File: src/rtl/apb_pkg.sv
// Shared types and constants for the APB completer register bank.
package apb_pkg;

  localparam int APB_DATA_W = 32;
  localparam int APB_STRB_W = 4;
  localparam logic [APB_DATA_W-1:0] APB_DEFAULT_ID = 32'hA9B0_0001;

  typedef enum logic {
    IDLE,
    ACCESS
  } apb_state_e;

  typedef enum logic [1:0] {
    ERR_NONE      = 2'd0,
    ERR_RANGE     = 2'd1,
    ERR_READ_ONLY = 2'd2
  } apb_err_e;

  // Range violations take precedence over the read-only ID check.
  function automatic apb_err_e apb_err_cause(input logic in_range,
                                             input logic write,
                                             input logic is_id);
    if (!in_range) return ERR_RANGE;
    if (write && is_id) return ERR_READ_ONLY;
    return ERR_NONE;
  endfunction

endpackage

File: src/rtl/apb_slave_regbank_if.sv
// APB3 bus bundle between requester and completer.
// The PSTRB lane exists only when APB_SLV_PSTRB_EN is defined.
interface apb_slave_regbank_if #(
  parameter int ADDR_W = 5
);
  import apb_pkg::*;

  logic                  PSEL;
  logic                  PENABLE;
  logic                  PWRITE;
  logic [ADDR_W-1:0]     PADDR;
  logic [APB_DATA_W-1:0] PWDATA;
`ifdef APB_SLV_PSTRB_EN
  logic [APB_STRB_W-1:0] PSTRB;
`endif
  logic [APB_DATA_W-1:0] PRDATA;
  logic                  PREADY;
  logic                  PSLVERR;

  modport master (
    output PSEL, PENABLE, PWRITE, PADDR, PWDATA,
`ifdef APB_SLV_PSTRB_EN
    output PSTRB,
`endif
    input  PRDATA, PREADY, PSLVERR
  );

  modport slave (
    input  PSEL, PENABLE, PWRITE, PADDR, PWDATA,
`ifdef APB_SLV_PSTRB_EN
    input  PSTRB,
`endif
    output PRDATA, PREADY, PSLVERR
  );

endinterface

File: src/rtl/apb_regfile.sv
// Register array with synchronous clear, one registered read port and a
// byte-strobed write port. Index 0 is not writable storage; it reads ID_VALUE.
module apb_regfile
  import apb_pkg::*;
#(
  parameter int ADDR_W = 5,
  parameter int NUM_REGS = 32,
  parameter logic [APB_DATA_W-1:0] ID_VALUE = APB_DEFAULT_ID
) (
  input  logic                  clk,
  input  logic                  rst,
  input  logic                  rd_load,
  input  logic                  rd_hit,
  input  logic [ADDR_W-1:0]     rd_addr,
  output logic [APB_DATA_W-1:0] rd_data,
  input  logic                  wr_en,
  input  logic [ADDR_W-1:0]     wr_addr,
  input  logic [APB_STRB_W-1:0] wr_strb,
  input  logic [APB_DATA_W-1:0] wr_data
);

  logic [APB_DATA_W-1:0] mem [NUM_REGS];

  logic              rd_ok;
  logic              wr_ok;
  logic [ADDR_W-1:0] rd_idx;
  logic [ADDR_W-1:0] wr_idx;

  // Indices are forced to 0 when out of range so the array is never overrun.
  assign rd_ok  = rd_hit && (32'(rd_addr) < NUM_REGS);
  assign wr_ok  = wr_en && (32'(wr_addr) < NUM_REGS) && (wr_addr != '0);
  assign rd_idx = rd_ok ? rd_addr : '0;
  assign wr_idx = wr_ok ? wr_addr : '0;

  always_ff @(posedge clk) begin
    if (rst) begin
      for (int i = 0; i < NUM_REGS; i++) begin
        mem[i] <= '0;
      end
      rd_data <= '0;
    end else begin
      if (wr_ok) begin
        for (int b = 0; b < APB_STRB_W; b++) begin
          if (wr_strb[b]) begin
            mem[wr_idx][8*b +: 8] <= wr_data[8*b +: 8];
          end
        end
      end
      if (rd_load) begin
        if (!rd_ok) begin
          rd_data <= '0;
        end else if (rd_addr == '0) begin
          rd_data <= ID_VALUE;
        end else begin
          rd_data <= mem[rd_idx];
        end
      end
    end
  end

endmodule

File: src/rtl/apb_slave_regbank.sv
// APB3 completer: register bank with programmable wait states and error flags.
// Define APB_SLV_PSTRB_EN to enable byte-strobed writes via PSTRB.
module apb_slave_regbank
  import apb_pkg::*;
#(
  parameter int ADDR_W = 5,
  parameter int NUM_REGS = 32,
  parameter int WAIT_STATES = 0,
  parameter logic [APB_DATA_W-1:0] ID_VALUE = 32'hA9B0_0001
) (
  input logic                PCLK,
  input logic                PRESET,
  apb_slave_regbank_if.slave bus
);

  localparam logic [3:0] WAIT_LOAD = 4'(WAIT_STATES);

  apb_state_e            state;
  logic [3:0]            cnt;
  apb_err_e              err_cause;
  logic [ADDR_W-1:0]     lat_addr;
  logic                  lat_write;
  logic [APB_DATA_W-1:0] lat_wdata;
  logic [APB_STRB_W-1:0] lat_strb;

  logic                  setup;
  logic                  addr_in_range;
  logic                  done;
  logic                  commit;
  apb_err_e              setup_cause;
  logic [APB_STRB_W-1:0] setup_strb;

  assign setup         = (state == IDLE) && bus.PSEL && !bus.PENABLE;
  assign addr_in_range = 32'(bus.PADDR) < NUM_REGS;
  assign setup_cause   = apb_err_cause(addr_in_range, bus.PWRITE, bus.PADDR == '0);
  assign done          = (state == ACCESS) && (cnt == 4'd0);
  assign commit        = done && lat_write && (err_cause == ERR_NONE);

`ifdef APB_SLV_PSTRB_EN
  assign setup_strb = bus.PSTRB;
`else
  assign setup_strb = '1;
`endif

  // Completion flags decode from registered state only.
  assign bus.PREADY  = done;
  assign bus.PSLVERR = done && (err_cause != ERR_NONE);

  always_ff @(posedge PCLK) begin
    if (PRESET) begin
      state     <= IDLE;
      cnt       <= 4'd0;
      err_cause <= ERR_NONE;
      lat_addr  <= '0;
      lat_write <= 1'b0;
      lat_wdata <= '0;
      lat_strb  <= '0;
    end else begin
      case (state)
        IDLE: begin
          if (setup) begin
            state     <= ACCESS;
            cnt       <= WAIT_LOAD;
            err_cause <= setup_cause;
            lat_addr  <= bus.PADDR;
            lat_write <= bus.PWRITE;
            lat_wdata <= bus.PWDATA;
            lat_strb  <= setup_strb;
          end
        end
        ACCESS: begin
          if (done) begin
            state <= IDLE;
          end else if (!bus.PSEL || !bus.PENABLE) begin
            state <= IDLE;
            cnt   <= 4'd0;
          end else begin
            cnt <= cnt - 4'd1;
          end
        end
        default: state <= IDLE;
      endcase
    end
  end

  apb_regfile #(
    .ADDR_W   (ADDR_W),
    .NUM_REGS (NUM_REGS),
    .ID_VALUE (ID_VALUE)
  ) u_regfile (
    .clk     (PCLK),
    .rst     (PRESET),
    .rd_load (setup),
    .rd_hit  (!bus.PWRITE && addr_in_range),
    .rd_addr (bus.PADDR),
    .rd_data (bus.PRDATA),
    .wr_en   (commit),
    .wr_addr (lat_addr),
    .wr_strb (lat_strb),
    .wr_data (lat_wdata)
  );

endmodule

File: src/flat_wrapper.sv
// flat-port wrapper written by rule: the top's interface ports become plain ports
module apb_slave_regbank_flat import apb_pkg::*;
#(
  parameter int ADDR_W = 5,
  parameter int NUM_REGS = 32,
  parameter int WAIT_STATES = 0,
  parameter logic [APB_DATA_W-1:0] ID_VALUE = 32'hA9B0_0001
)
  (PCLK, PRESET, bus_PSEL, bus_PENABLE, bus_PWRITE, bus_PADDR, bus_PWDATA, bus_PRDATA, bus_PREADY, bus_PSLVERR);
  apb_slave_regbank_if #(.ADDR_W(ADDR_W)) bus_i ();
  input logic PCLK;
  input logic PRESET;
  input wire logic [$bits(bus_i.PSEL)-1:0] bus_PSEL;
  input wire logic [$bits(bus_i.PENABLE)-1:0] bus_PENABLE;
  input wire logic [$bits(bus_i.PWRITE)-1:0] bus_PWRITE;
  input wire logic [$bits(bus_i.PADDR)-1:0] bus_PADDR;
  input wire logic [$bits(bus_i.PWDATA)-1:0] bus_PWDATA;
  output wire logic [$bits(bus_i.PRDATA)-1:0] bus_PRDATA;
  output wire logic [$bits(bus_i.PREADY)-1:0] bus_PREADY;
  output wire logic [$bits(bus_i.PSLVERR)-1:0] bus_PSLVERR;
  assign bus_i.PSEL = bus_PSEL;
  assign bus_i.PENABLE = bus_PENABLE;
  assign bus_i.PWRITE = bus_PWRITE;
  assign bus_i.PADDR = bus_PADDR;
  assign bus_i.PWDATA = bus_PWDATA;
  assign bus_PRDATA = bus_i.PRDATA;
  assign bus_PREADY = bus_i.PREADY;
  assign bus_PSLVERR = bus_i.PSLVERR;
  apb_slave_regbank #(.ADDR_W(ADDR_W), .NUM_REGS(NUM_REGS), .WAIT_STATES(WAIT_STATES), .ID_VALUE(ID_VALUE)) u_core (.PCLK(PCLK), .PRESET(PRESET), .bus(bus_i));
endmodule
File: config.mk
export PLATFORM = sky130hd
export DESIGN_NAME = apb_slave_regbank_flat
export DESIGN_NICKNAME = d
export VERILOG_FILES = /design/src/rtl/apb_pkg.sv /design/src/rtl/apb_slave_regbank_if.sv /design/src/rtl/apb_regfile.sv /design/src/rtl/apb_slave_regbank.sv /design/src/flat_wrapper.sv
export SDC_FILE = /design/constraint.sdc
export NUM_CORES = 2
export LEC_CHECK = 0
export ABC_AREA = 1
export CORE_ASPECT_RATIO = 1.1
export CORE_MARGIN = 8
export CORE_UTILIZATION = 49
export DETAILED_ROUTE_END_ITERATION = 12
export SLEW_MARGIN = 25
export SYNTH_ARGS = -nofsm -noshare
export SYNTH_HDL_FRONTEND = slang
export SYNTH_SLANG_ARGS = --single-unit
File: constraint.sdc
create_clock -name PCLK -period 6.8 [get_ports PCLK]
set_input_delay 2.04 -clock PCLK [delete_from_list [all_inputs] [get_ports PCLK]]
set_output_delay 2.04 -clock PCLK [all_outputs]
set_load 0.03 [all_outputs]
==> flow_summary.toml <==
[global_routing]
overflow = 0
gr-usage-all-layers_pct = 27.3
grt_pass1_wl_um = 229000
grt_max_degree = 149
antenna_found_initial = 0
grt_pass1_vias = 35602

[critical_path]
worstSetupStartpointType = "input port"
critPathArrivalTime_ns = 5.57
cp-end-kind = "flop"
cp_top_family = "buffers and inverters"
crit_buf_inv = 4
criticalPathCategory = "input port to flop"
slowest_delay_ns = 0.65
r2r_setup_slack_ns = 2.77
crit_cells = 12
crit_top_cell = "nand3_1"
r2r_cells = 8
crit_path_max_fanout = 51
critPathLaunch = "bus_PWRITE"
crit_end = "u_core.u_regfile.rd_data[25]"
cp_slowest_cell = "clkdlybuf4s50_1"
r2r-end = "u_core.u_regfile.mem[5][9]"
crit_chain = "clkdlybuf4s50_1, inv_2, nand2_4, inv_6, buf_4, nand3_1, nand3_1, nand3_1, nand3_1, nand2_1, nand2_1, a21oi_1"
cp.required_ns = 7.34
reg2reg_from = "u_core.cnt[1]"

[die]
row_count = 121
initial_core_util_pct = 49.4
io_pins = 76
die_area_mm2 = 0.110
core_mm2 = 0.0990
die_y_um = 347
die_w_um = 317

[clock_tree]
clkSlewWorstSetupHoldPaths_ns = 0.06
cts_buffer_depth = 3
htree_levels = 3
clock_sinks = 1101
cts_tree = "yes"
root_buffer = "clkbuf_16"
clock_latency_ns = 0.69
cts.repair.resized = 0
numCtsBuffers = 115
post_cts_buffers = 0
cts_hold_buffers = 0

[min_path]
hold_path.class = "flop to flop"

[synthesis]
synth_cells = 5134
post-synth-top-area-cell = "edfxtp_1"
synth_seq_cells = 1101
netlist_top_cells_area = "edfxtp_1 63%, nand3_1 9.3%, nand2_1 8.9%, nor2_1 8.7%, dfxtp_1 3.2%"
synth_ff_type = "edfxtp_1"
yosysSeqAreaShare_pct = 66.0
avgSynthCellArea_um2 = 9.52
ys_types = 27
synth_edf_count = 1024
netlist_area_mm2 = 0.0489
yosys-top-cells-count = "1,156 x nand2_1, 1,134 x nor2_1, 1,024 x edfxtp_1"
yosysTopAreaCellShare_pct = 62.9
async_flop_share_pct = 0
synth.most_common_cell = "nand2_1"
ys_warn_count = 0

[route]
drt_iter0_drc = 4710
first_pass_iters = 8
wl_per_cell_um = 23.9
detail-route-antenna-nets = 0
vias = 37116
drt_wl_total_um = 154000
drc = 0
viasPerCell = 5.77

[pwr]
clkPwrFrac_pct = 39.9
p_sw_mw = 3.66
power_frac_comb_pct = 8.4
internal-power_mw = 11.2
swShare_pct = 24.6
power_density_mw_per_mm2 = 273
ir_drop_mv = 0.228
power.share.sequential_pct = 51.7
power.total_mw = 14.9
leakage_nw = 20.3

[status]
status = "finished clean"

[run]
max-cap-violations = 0

[timing]
setup_viol = 0
rsz0062_at_grt = "false"
fin_crit_sh_pct = 73.9
holdWs_ns = 0.438
worst_slew_pin_slew_ns = 1.08
fmax_ghz = 0.199
hold_violations = 0
fin_setup_tns_ns = 0
drv_slew = 0
max_slew_margin_pct = 28.2
finalCriticalPeriod_ns = 5.03
finClkSkew_ns = 0.0218

[cells_and_area]
nets = 5088
fin_cells = 6435
drive_gt1_share_pct = 6.22
antenna_cells = 0
syn_to_final_growth_pct = 11.4

[placement]
placedCellCount = 6219
routabilityCongestion = 0.809
io_buffer_count = 75
hpwl_um = 84100
## final cells by class
class | count | area [µm²]
Clock buffer | 166 | 3210
Clock inverter | 50 | 284
Fill cell | 8808 | 44600
Inverter | 236 | 896
Multi-Input combinational cell | 3393 | 14300
Sequential cell | 1101 | 32300
Tap cell | 1291 | 1620
Timing Repair Buffer | 198 | 1890
## tightest hold or removal path: stages, from the launching register on
cell	delay (ns)
dfxtp_1	0.30
clkinv_1	0.05
a21oi_1	0.05
## kinds of logic (layout without fill, tap and decap cells)
kind of cell | after synthesis | count (layout) | share of synthesized area (%)
other | 1 | 32 | 0.00767
and+or+nand+nor | 3226 | 3226 | 27.3
buffers and inverters | 671 | 650 | 5.24
DFF | 1101 | 1101 | 66.0
adders and majority gates | 1 | 1 | 0.0256
AOI/OAI and AO/OA | 134 | 134 | 1.41
## routing by layer
metal  wire (µm)  up-vias  GRT usage [%]
li1            -    16801              -
met1       63100    18208           37.7
met2       72800     1823           44.8
met3       14100      284           4.56
met4        4050        0           7.63
met5           0        -              0
## layout by cell type (no fill, tap or decap), types with 4 or more instances in the layout
master           count
nand2_2              7
clkinv_1            25
edfxtp_1          1024
inv_2                6
nor2_1            1130
clkbuf_1            39
nand2_1           1139
nor2_4               4
buf_12              17
o21ai_0             57
dfxtp_1             77
clkbuf_16          117
clkbuf_8            10
conb_1              32
nand2_4             10
inv_1              223
nand4_1              7
clkdlybuf4s50_1     73
clkinv_2            23
nor3_1               5
buf_4              107
nand3_1            913
nor2_2               4
a21oi_1             72
inv_6                4
## state kept, by name, summed over array words and instances (netlist names)
register,flops
u_core.cnt,4
u_core.err_cause,1
u_core.lat_addr,5
u_core.lat_strb,1
u_core.lat_wdata,32
u_core.lat_write,1
u_core.state,1
u_core.u_regfile.mem,1024
u_core.u_regfile.rd_data,32
## stage by stage
step / setup WS (ns) / util, % / cell area, µm²
after floorplan: 2.39 / - / 49000
after global placement: 1.21 / 51.4 / 50900
after detailed placement: 1.18 / 51.5 / 51000
after CTS: 1.89 / 55.0 / 54400
after global routing: 1.60 / 55.0 / 54500
final: 1.77 / 55.0 / 54500
## worst min-delay path by stage
stage,startpoint,to,slack [ns],cells past startpoint
finish,u_core.lat_wdata[27],u_core.lat_wdata[27],0.44,2
global route,u_core.lat_wdata[27],u_core.lat_wdata[27],0.45,2
global placement,u_core.lat_wdata[27],u_core.lat_wdata[27],0.43,2
detailed placement,u_core.lat_wdata[27],u_core.lat_wdata[27],0.44,2
CTS,u_core.lat_wdata[27],u_core.lat_wdata[27],0.44,2
floorplan,u_core.lat_write,u_core.lat_write,0.44,1
## power by group through the flow
stage	Clock (mW)	Sequential [mW]	Combinational [mW]
after floorplan	0	7.83	0.723
after global placement	0	7.83	1.23
after CTS	5.99	7.70	1.24
after detailed placement	0	7.84	1.23
after global routing	6.25	7.72	1.34
final	5.94	7.70	1.25
Power figures use the tool's default switching activity.
